**src/rtl/seq_mul_add_pkg.sv**
```systemverilog
// Shared constants for the shift-add multiply-accumulate unit.
// State encoding and default operand width.
package seq_mul_add_pkg;

  localparam int DEFAULT_WIDTH = 24;

  typedef enum logic [1:0] {
    S_IDLE = 2'd0,
    S_RUN  = 2'd1,
    S_DONE = 2'd2
  } state_t;

endpackage

```
**src/rtl/seq_mul_add_if.sv**
```systemverilog
// Start/ready handshake and operand/result bus of seq_mul_add.
// The master requests an operation and the slave (the unit) returns P.
interface seq_mul_add_if import seq_mul_add_pkg::*; #(
  parameter int x = DEFAULT_WIDTH
);

  logic           start;
  logic [x-1:0]   Q;
  logic [x-1:0]   B;
  logic [x-1:0]   R;
  logic           busy;
  logic           ready;
  logic [2*x-1:0] P;

  modport master (
    output start, Q, B, R,
    input  busy, ready, P
  );

  modport slave (
    input  start, Q, B, R,
    output busy, ready, P
  );

endinterface

```
**src/rtl/seq_mul_add_ctrl.sv**
```systemverilog
// Control path of seq_mul_add: FSM plus iteration counter.
// Finishes at count==x-1, or earlier when last_iter is raised by the datapath.
//
//   state  | meaning
//   -------+----------------------------------------------
//   S_IDLE | no result yet, waiting for start
//   S_RUN  | one shift-add iteration per clock
//   S_DONE | result valid on P, start launches a new op
module seq_mul_add_ctrl import seq_mul_add_pkg::*; #(
  parameter int x = DEFAULT_WIDTH
) (
  input  logic clk,
  input  logic reset,
  input  logic start,
  input  logic last_iter,
  output logic load,
  output logic busy,
  output logic ready
);

  localparam int CNT_W = (x > 1) ? $clog2(x) : 1;
  localparam logic [CNT_W-1:0] LAST = CNT_W'(x - 1);

  state_t           state;
  logic [CNT_W-1:0] count;

  // busy is high exactly in S_RUN, so this is the accept condition in IDLE/DONE
  assign load = start && !busy;

  always_ff @(posedge clk) begin
    if (reset) begin
      state <= S_IDLE;
      count <= '0;
      busy  <= 1'b0;
      ready <= 1'b0;
    end else begin
      case (state)
        S_IDLE, S_DONE: begin
          if (start) begin
            state <= S_RUN;
            count <= '0;
            busy  <= 1'b1;
            ready <= 1'b0;
          end
        end
        S_RUN: begin
          count <= count + 1'b1;
          if (count == LAST || last_iter) begin
            state <= S_DONE;
            busy  <= 1'b0;
            ready <= 1'b1;
          end
        end
        default: begin
          state <= S_IDLE;
          busy  <= 1'b0;
          ready <= 1'b0;
        end
      endcase
    end
  end

endmodule

```
**src/rtl/seq_mul_add.sv**
```systemverilog
// Sequential shift-add multiply-accumulate: P = Q*B + R over x iterations.
// Optional SEQ_MUL_ADD_EARLY_TERM_EN stops as soon as the multiplier is exhausted.
module seq_mul_add import seq_mul_add_pkg::*; #(
  parameter int x = DEFAULT_WIDTH
) (
  input  logic         clk,
  input  logic         reset,
  seq_mul_add_if.slave bus
);

  logic [2*x-1:0] acc;
  logic [2*x-1:0] mcand;
  logic [x-1:0]   mplier;
  logic           load;
  logic           busy;
  logic           ready;
  logic           last_iter;

`ifdef SEQ_MUL_ADD_EARLY_TERM_EN
  // Post-shift multiplier is zero: no further additions can change acc.
  assign last_iter = (mplier[x-1:1] == '0);
`else
  assign last_iter = 1'b0;
`endif

  seq_mul_add_ctrl #(.x(x)) u_ctrl (
    .clk       (clk),
    .reset     (reset),
    .start     (bus.start),
    .last_iter (last_iter),
    .load      (load),
    .busy      (busy),
    .ready     (ready)
  );

  always_ff @(posedge clk) begin
    if (reset) begin
      acc    <= '0;
      mcand  <= '0;
      mplier <= '0;
    end else if (load) begin
      acc    <= {{x{1'b0}}, bus.R};
      mcand  <= {{x{1'b0}}, bus.B};
      mplier <= bus.Q;
    end else if (busy) begin
      if (mplier[0]) begin
        acc <= acc + mcand;
      end
      mcand  <= mcand << 1;
      mplier <= mplier >> 1;
    end
  end

  assign bus.busy  = busy;
  assign bus.ready = ready;
  assign bus.P     = acc;

endmodule

```
**src/flat_wrapper.sv**
```systemverilog
// flat-port wrapper written by rule: the top's interface ports become plain ports
module seq_mul_add_flat import seq_mul_add_pkg::*;
#(
  parameter int x = DEFAULT_WIDTH
)
  (clk, reset, bus_start, bus_Q, bus_B, bus_R, bus_busy, bus_ready, bus_P);
  seq_mul_add_if #(.x(x)) bus_i ();
  input  logic clk;
  input  logic reset;
  input wire logic [$bits(bus_i.start)-1:0] bus_start;
  input wire logic [$bits(bus_i.Q)-1:0] bus_Q;
  input wire logic [$bits(bus_i.B)-1:0] bus_B;
  input wire logic [$bits(bus_i.R)-1:0] bus_R;
  output wire logic [$bits(bus_i.busy)-1:0] bus_busy;
  output wire logic [$bits(bus_i.ready)-1:0] bus_ready;
  output wire logic [$bits(bus_i.P)-1:0] bus_P;
  assign bus_i.start = bus_start;
  assign bus_i.Q = bus_Q;
  assign bus_i.B = bus_B;
  assign bus_i.R = bus_R;
  assign bus_busy = bus_i.busy;
  assign bus_ready = bus_i.ready;
  assign bus_P = bus_i.P;
  seq_mul_add #(.x(x)) u_core (.clk(clk), .reset(reset), .bus(bus_i));
endmodule
```
**config.mk**
```make
export PLATFORM = sky130hd
export DESIGN_NAME = seq_mul_add_flat
export DESIGN_NICKNAME = d
export VERILOG_FILES = /design/src/rtl/seq_mul_add_pkg.sv /design/src/rtl/seq_mul_add_if.sv /design/src/rtl/seq_mul_add_ctrl.sv /design/src/rtl/seq_mul_add.sv /design/src/flat_wrapper.sv
export SDC_FILE = /design/constraint.sdc
export NUM_CORES = 1
export LEC_CHECK = 0
export BUFFER_PORTS_ARGS = -buffer_cell sky130_fd_sc_hd__buf_2
export CORE_MARGIN = 1.5
export CORE_UTILIZATION = 50
export DETAILED_ROUTE_END_ITERATION = 10
export PLACE_DENSITY = 0.72
export RECOVER_POWER = 100
export REMOVE_ABC_BUFFERS = 1
export SLEW_MARGIN = 20
export SYNTH_ARGS = -nofsm -noshare
export SYNTH_HDL_FRONTEND = slang
export SYNTH_SLANG_ARGS = --single-unit
```
**constraint.sdc**
```tcl
create_clock -name clk -period 4.1 [get_ports clk]
set_input_delay 0.82 -clock clk [delete_from_list [all_inputs] [get_ports clk]]
set_output_delay 0.82 -clock clk [all_outputs]
set_load 0.02 [all_outputs]
```
=== Word-level counts from Yosys, hierarchy flattened ===
Index checks and enable logic that the tools add are counted.

* $add $sub $neg: 2
* Equality and inequality tests: 5
* Multiplexer cells: 18
* Reductions and logical operators: 12

{| class="wikitable"
|+ Operator list
! operator !! number
|-
| $mux 24 || 7
|-
| $add 48x48->48 || 1
|-
| $pmux 5 s2 || 1
|-
| $reduce_and 2->1 || 4
|-
| $reduce_bool 2->1 || 3
|-
| $add 5x1->5 const B || 1
|-
| $eq 5x5->1 const B || 1
|-
| $mux 5 || 1
|-
| $mux 1 || 4
|-
| $mux 2 || 2
|-
| $ne 2x2->1 const B || 2
|-
| $pmux 1 s2 || 2
|-
| $pmux 2 s2 || 1
|-
| $reduce_or 2->1 || 2
|-
| $eq 2x1->1 const B || 1
|-
| $eq 2x2->1 const B || 1
|-
| $logic_not 2->1 || 1
|-
| $logic_and 1x1->1 || 1
|-
| $logic_not 1->1 || 1
|}

* Register bits: 129
* Input bits: 75
* Output and inout bits: 50

=== Depth between registers and ports, before layout ===
* Depth after elaboration: 4
* Gate-level depth with buffers: 11

=== Modules after synthesis ===
A second synthesis with hierarchy kept.

* Cell total of the unflattened synthesis: 1027
* Area total of the unflattened synthesis: 8162.8 um^2

{| class="wikitable"
|+ Modules (own cells, without submodules)
! module !! instances !! cells each !! area an instance (um^2) !! sequential area each (um^2)
|-
| seq_mul_add || 1 || 976 || 7731.2 || 2402.3
|-
| seq_mul_add_ctrl || 1 || 51 || 431.7 || 160.2
|}

=== Least setup slack after synthesis ===
OpenSTA, ideal clock, no wires.

* Kind: reg2reg
* Start point: register u_core.acc[0] (netlist: u_core.bus.P[0])
* End point: register u_core.acc[20] (netlist: u_core.bus.P[20])
* Setup time: 0.115 ns
* Data arrival time: 2.859 ns
* Required time: 3.985 ns
* Path slack: 1.126 ns
* Cell stages (with the launch flop): 12
* Buffers on the path: 0
* Clock period less this slack: 2.974 ns
* Path through: dfxtp_1 ha_1 fa_1 a211oi_1 o211ai_1 a31o_2 a221o_1 nand2_1 o21ai_0 a31oi_1 xor2_1 a2111oi_0

* Cells in the longest elaborated chain, start to end: 4

{| class="wikitable"
|+ Ends and longest elaborated chain
! what !! line !! RTL
|-
| start, declared || seq_mul_add.sv:11 || <nowiki>logic [2*x-1:0] acc;</nowiki>
|-
| start signal, assigned || seq_mul_add.sv:42 || <nowiki>acc <= {{x{1'b0}}, bus.R};</nowiki>
|-
| start signal, assigned || seq_mul_add.sv:47 || <nowiki>acc <= acc + mcand;</nowiki>
|-
| $add 48x48->48 || seq_mul_add.sv:47 ||
|-
| $mux 24 || seq_mul_add.sv:46 || <nowiki>if (mplier[0]) begin</nowiki>
|-
| $mux 24 || seq_mul_add.sv:45 || <nowiki>end else if (busy) begin</nowiki>
|-
| $mux 24 || seq_mul_add.sv:41 || <nowiki>end else if (load) begin</nowiki>
|}

No other way between the ends. The select of a mux whose other input is x is not followed.
A chain may end at the register's enable or synchronous reset.

=== Worst setup path after layout ===
* Start point: register u_core.acc[0] (netlist: u_core.bus.P[0])
* End point: register u_core.acc[44] (netlist: u_core.bus.P[44])

* Cells in the longest elaborated chain, start to end: 1

{| class="wikitable"
|+ Ends and longest elaborated chain
! what !! line
|-
| $add 48x48->48 || seq_mul_add.sv:47
|}

No other way between the ends.

==> metrics.txt <==
GP Congestion 0.924; clock transition at the registers of the reported paths 0.06 ns; met3 track utilization from global routing 0.0549; post-route fraction of the period consumed by the critical path 0.848; endpoint of the worst hold path u_core.bus.P[33]$_SDFFE_PP0P_; final wirelength 20,700 um; final max-slew violation count 100; clock tree root driver cell sky130_fd_sc_hd__clkbuf_16; Util after Layout 0.584; count of port buffers added during placement 124; deepest level of the CTS H-tree 4; initial antenna violation count 0; Filler cells 1,559; CTS-repair resized insts 0; # DRC 0; number of global-route vias before repair 6,634; Max Freq 0.288 GHz; setup slack, reg-to-reg 0.62 ns; number of cells on the worst hold path 2; worst stage delay on the critical path 0.45 ns; Period minus WS final 3.48 ns; Max Cap Violations 2; standby leakage power 4.02 nW; pwr dens 366 nW/um^2; Die H 129 um; core region area 15,800 um^2; violated checks max-capacitance violations, max-slew violations; cell types with the highest counts after synthesis sky130_fd_sc_hd__nor2_1, sky130_fd_sc_hd__dfxtp_1, sky130_fd_sc_hd__a21oi_1; Post-CTS Setup Inserts 0; 1st-pass router iterations 5; Initial Utilization 0.507; reg-to-reg critical path startpoint u_core.bus.P[0]$_SDFFE_PP0P_; Inst Count DP 1,298; met2 global-route usage 0.390; iteration-0 DRC count of the detailed router 578; cell type with the largest total area after synthesis sky130_fd_sc_hd__dfxtp_1; end of the worst register-to-register path u_core.bus.P[44]$_SDFFE_PP0P_; TritonCTS clock tree yes; routed len/inst 15.6 um; Max Fanout on Critical Path 4; insertion delay to the later sink of the worst-skew pair 0.43 ns; Total Die Area 16,800 um^2; kind of capture point of the worst setup path flip-flop; relative max-transition margin -0.301; Worst Setup Path Type flip-flop to flip-flop; most common cell in the netlist sky130_fd_sc_hd__nor2_1; Setup crit start u_core.bus.P[0]$_SDFFE_PP0P_; master of the slowest instance on the critical path sky130_fd_sc_hd__fa_1; setup violation total in the final timing report 0; depth of the most critical reg-to-reg path 11; final total negative setup slack 0 ns; Slew @ Worst Pin 1.95 ns; TritonCTS buffer count 17; fraction of synthesis flops using an asynchronous set or reset pin 0; GRT overflow 0; dominant synthesized flop cell sky130_fd_sc_hd__dfxtp_1; GR met1 Demand/Resource 0.339; setup repair after global routing missed its margin no; Final nets 1,225; Placement Rows 46; CP Buf/Inv Count 0; vias 7,513; EDFF count, synth 0; first-pass GRT wire length 33,000 um; area grow syn2layout 15.2%; Largest delay share family, worst path compound AO/OA/AOI/OAI gates; worst path cell trace ha_1 -> fa_1 -> a211oi_1 -> o21ai_0 -> a21boi_0 -> a21oi_1 -> a211oi_2 -> o211ai_1 -> o31ai_1 -> mux2i_1 -> a21oi_1; DRT antenna net count 0; required time of the critical path 4.32 ns; most utilized layer in the global route result met2; flops & latches, synth 128; number of clock sinks seen by CTS 128; Yosys top cell area share 0.321; top post-synthesis cells by area sky130_fd_sc_hd__dfxtp_1, sky130_fd_sc_hd__mux2i_1, sky130_fd_sc_hd__nor2_1; unique cell type count in the Yosys netlist 70; placed wire-length estimate 14,500 um; total global routing track utilization 0.247; clock tree buffer depth 2; startpoint kind of the worst setup timing path flip-flop; path length in cells of the critical path 11; Syn Inst Count 1,009; class of the most critical hold timing path flip-flop to flip-flop; Setup Skew 0.0103 ns; Non-Filler Instances 1,330; proportion of synthesized chip area in sequential cells 0.321; run status finished with violations; synthesized area divided by synthesized cell count 7.92 um^2; hold path startpoint u_core.bus.P[33]$_SDFFE_PP0P_; number of buffers inserted for hold repair after clock tree synthesis 0; most frequent cell on the critical path sky130_fd_sc_hd__a21oi_1; cell area after technology mapping 7990 um^2; share of final-layout standard cells stronger than drive strength 1 0.118; overall die width 129 um; vias per std cell 5.65; ANT cells 0; count of endpoints failing hold in the final timing report 0; number of warning messages in the yosys log 0; Data arrival, critical path 3.69 ns; maximum number of pins on one net before global-route repair 81; worst IR drop on VDD 0.000289 V; number of top-level pins 125
[power breakdown]
part / switching [mW] / total, mW / leakage, nW / internal, mW
sequential: 0.0550 / 1.36 / 1.05 / 1.30
combinational: 0.297 / 0.493 / 2.70 / 0.196
clock: 0.620 / 1.52 / 0.273 / 0.901
[metrics by stage]
stage               power [mW]  setup slack [ns]  hold WS (ns)  area [um^2]
floorplan                 1.71             -1.45         0.458         7740
global placement          1.87             0.953         0.456         8730
detailed placement        1.88             0.909         0.462         8730
CTS                       3.39             0.850         0.472         9320
global route              3.51             0.282         0.490         9210
finish                    3.37             0.625         0.472         9210
[logic make-up (layout without fill, tap and decap cells)]
group / count (synthesis) / count (layout) / synth area share
compound gates: 282 / 282 / 0.229
xor+xnor: 34 / 34 / 0.0373
flops: 128 / 128 / 0.321
mux: 77 / 77 / 0.0966
simple gates: 368 / 368 / 0.204
buf+inv: 71 / 176 / 0.0349
fa+ha+maj: 49 / 49 / 0.0776
[state kept, by name (all words and copies together), names as in the netlist]
name,cells
u_core.u_ctrl.busy,1
u_core.bus.P,48
u_core.u_ctrl.count,5
u_core.mcand,48
u_core.mplier,24
u_core.u_ctrl.state,1
u_core.u_ctrl.ready,1
[layout by cell type, fill, tap and decap left out, types with 8 or more instances in the layout]
cell type,count
sky130_fd_sc_hd__buf_2,73
sky130_fd_sc_hd__inv_1,8
sky130_fd_sc_hd__ha_1,48
sky130_fd_sc_hd__o21ai_0,41
sky130_fd_sc_hd__a311oi_1,11
sky130_fd_sc_hd__a31oi_1,9
sky130_fd_sc_hd__xnor2_1,21
sky130_fd_sc_hd__dfxtp_1,128
sky130_fd_sc_hd__xor2_1,13
sky130_fd_sc_hd__nor3_1,17
sky130_fd_sc_hd__nand3_1,17
sky130_fd_sc_hd__mux2i_1,76
sky130_fd_sc_hd__a21oi_1,112
sky130_fd_sc_hd__a211oi_1,8
sky130_fd_sc_hd__and3_1,8
sky130_fd_sc_hd__o21bai_1,11
sky130_fd_sc_hd__clkbuf_1,55
sky130_fd_sc_hd__a21o_1,31
sky130_fd_sc_hd__nand2_1,89
sky130_fd_sc_hd__clkbuf_16,17
sky130_fd_sc_hd__nor2_1,184
[worst reg2reg max path, stage by stage, from the launching register on]
cell and delay [ns]:
sky130_fd_sc_hd__dfxtp_1 0.33, sky130_fd_sc_hd__ha_1 0.23, sky130_fd_sc_hd__fa_1 0.45, sky130_fd_sc_hd__a211oi_1 0.40
sky130_fd_sc_hd__o21ai_0 0.22, sky130_fd_sc_hd__a21boi_0 0.27, sky130_fd_sc_hd__a21oi_1 0.19, sky130_fd_sc_hd__a211oi_2 0.36
sky130_fd_sc_hd__o211ai_1 0.21, sky130_fd_sc_hd__o31ai_1 0.32, sky130_fd_sc_hd__mux2i_1 0.22, sky130_fd_sc_hd__a21oi_1 0.08
[how the worst max path moves through the flow]
| stage | endpoint | slack [ns] |
|---|---|---|
| global route | u_core.mcand[36]$_SDFFE_PP0P_ | 0.28 |
| floorplan | u_core.bus.P[47]$_SDFFE_PP0P_ | -1.45 |
| global placement | u_core.bus.P[44]$_SDFFE_PP0P_ | 0.95 |
| detailed placement | u_core.bus.P[44]$_SDFFE_PP0P_ | 0.91 |
| finish | u_core.bus.P[44]$_SDFFE_PP0P_ | 0.62 |
| CTS | u_core.bus.P[44]$_SDFFE_PP0P_ | 0.85 |
[cell type report]
class	count	area (um^2)	area share
Clock inverter	15	160	0.0174
Sequential cell	128	2560	0.278
Timing Repair Buffer	136	624	0.0678
Multi-Input combinational cell	810	5140	0.558
Inverter	8	30.0	0.00326
Tap cell	216	270	0.0293
Clock buffer	17	425	0.0462
[metal layers]
metal	share of wire	vias to the layer above
li1	-	3806
met3	0.060	28
met2	0.45	208
met1	0.48	3471
met4	0.015	0
met5	0	-
No activity file was read; power rests on OpenSTA's default activity.
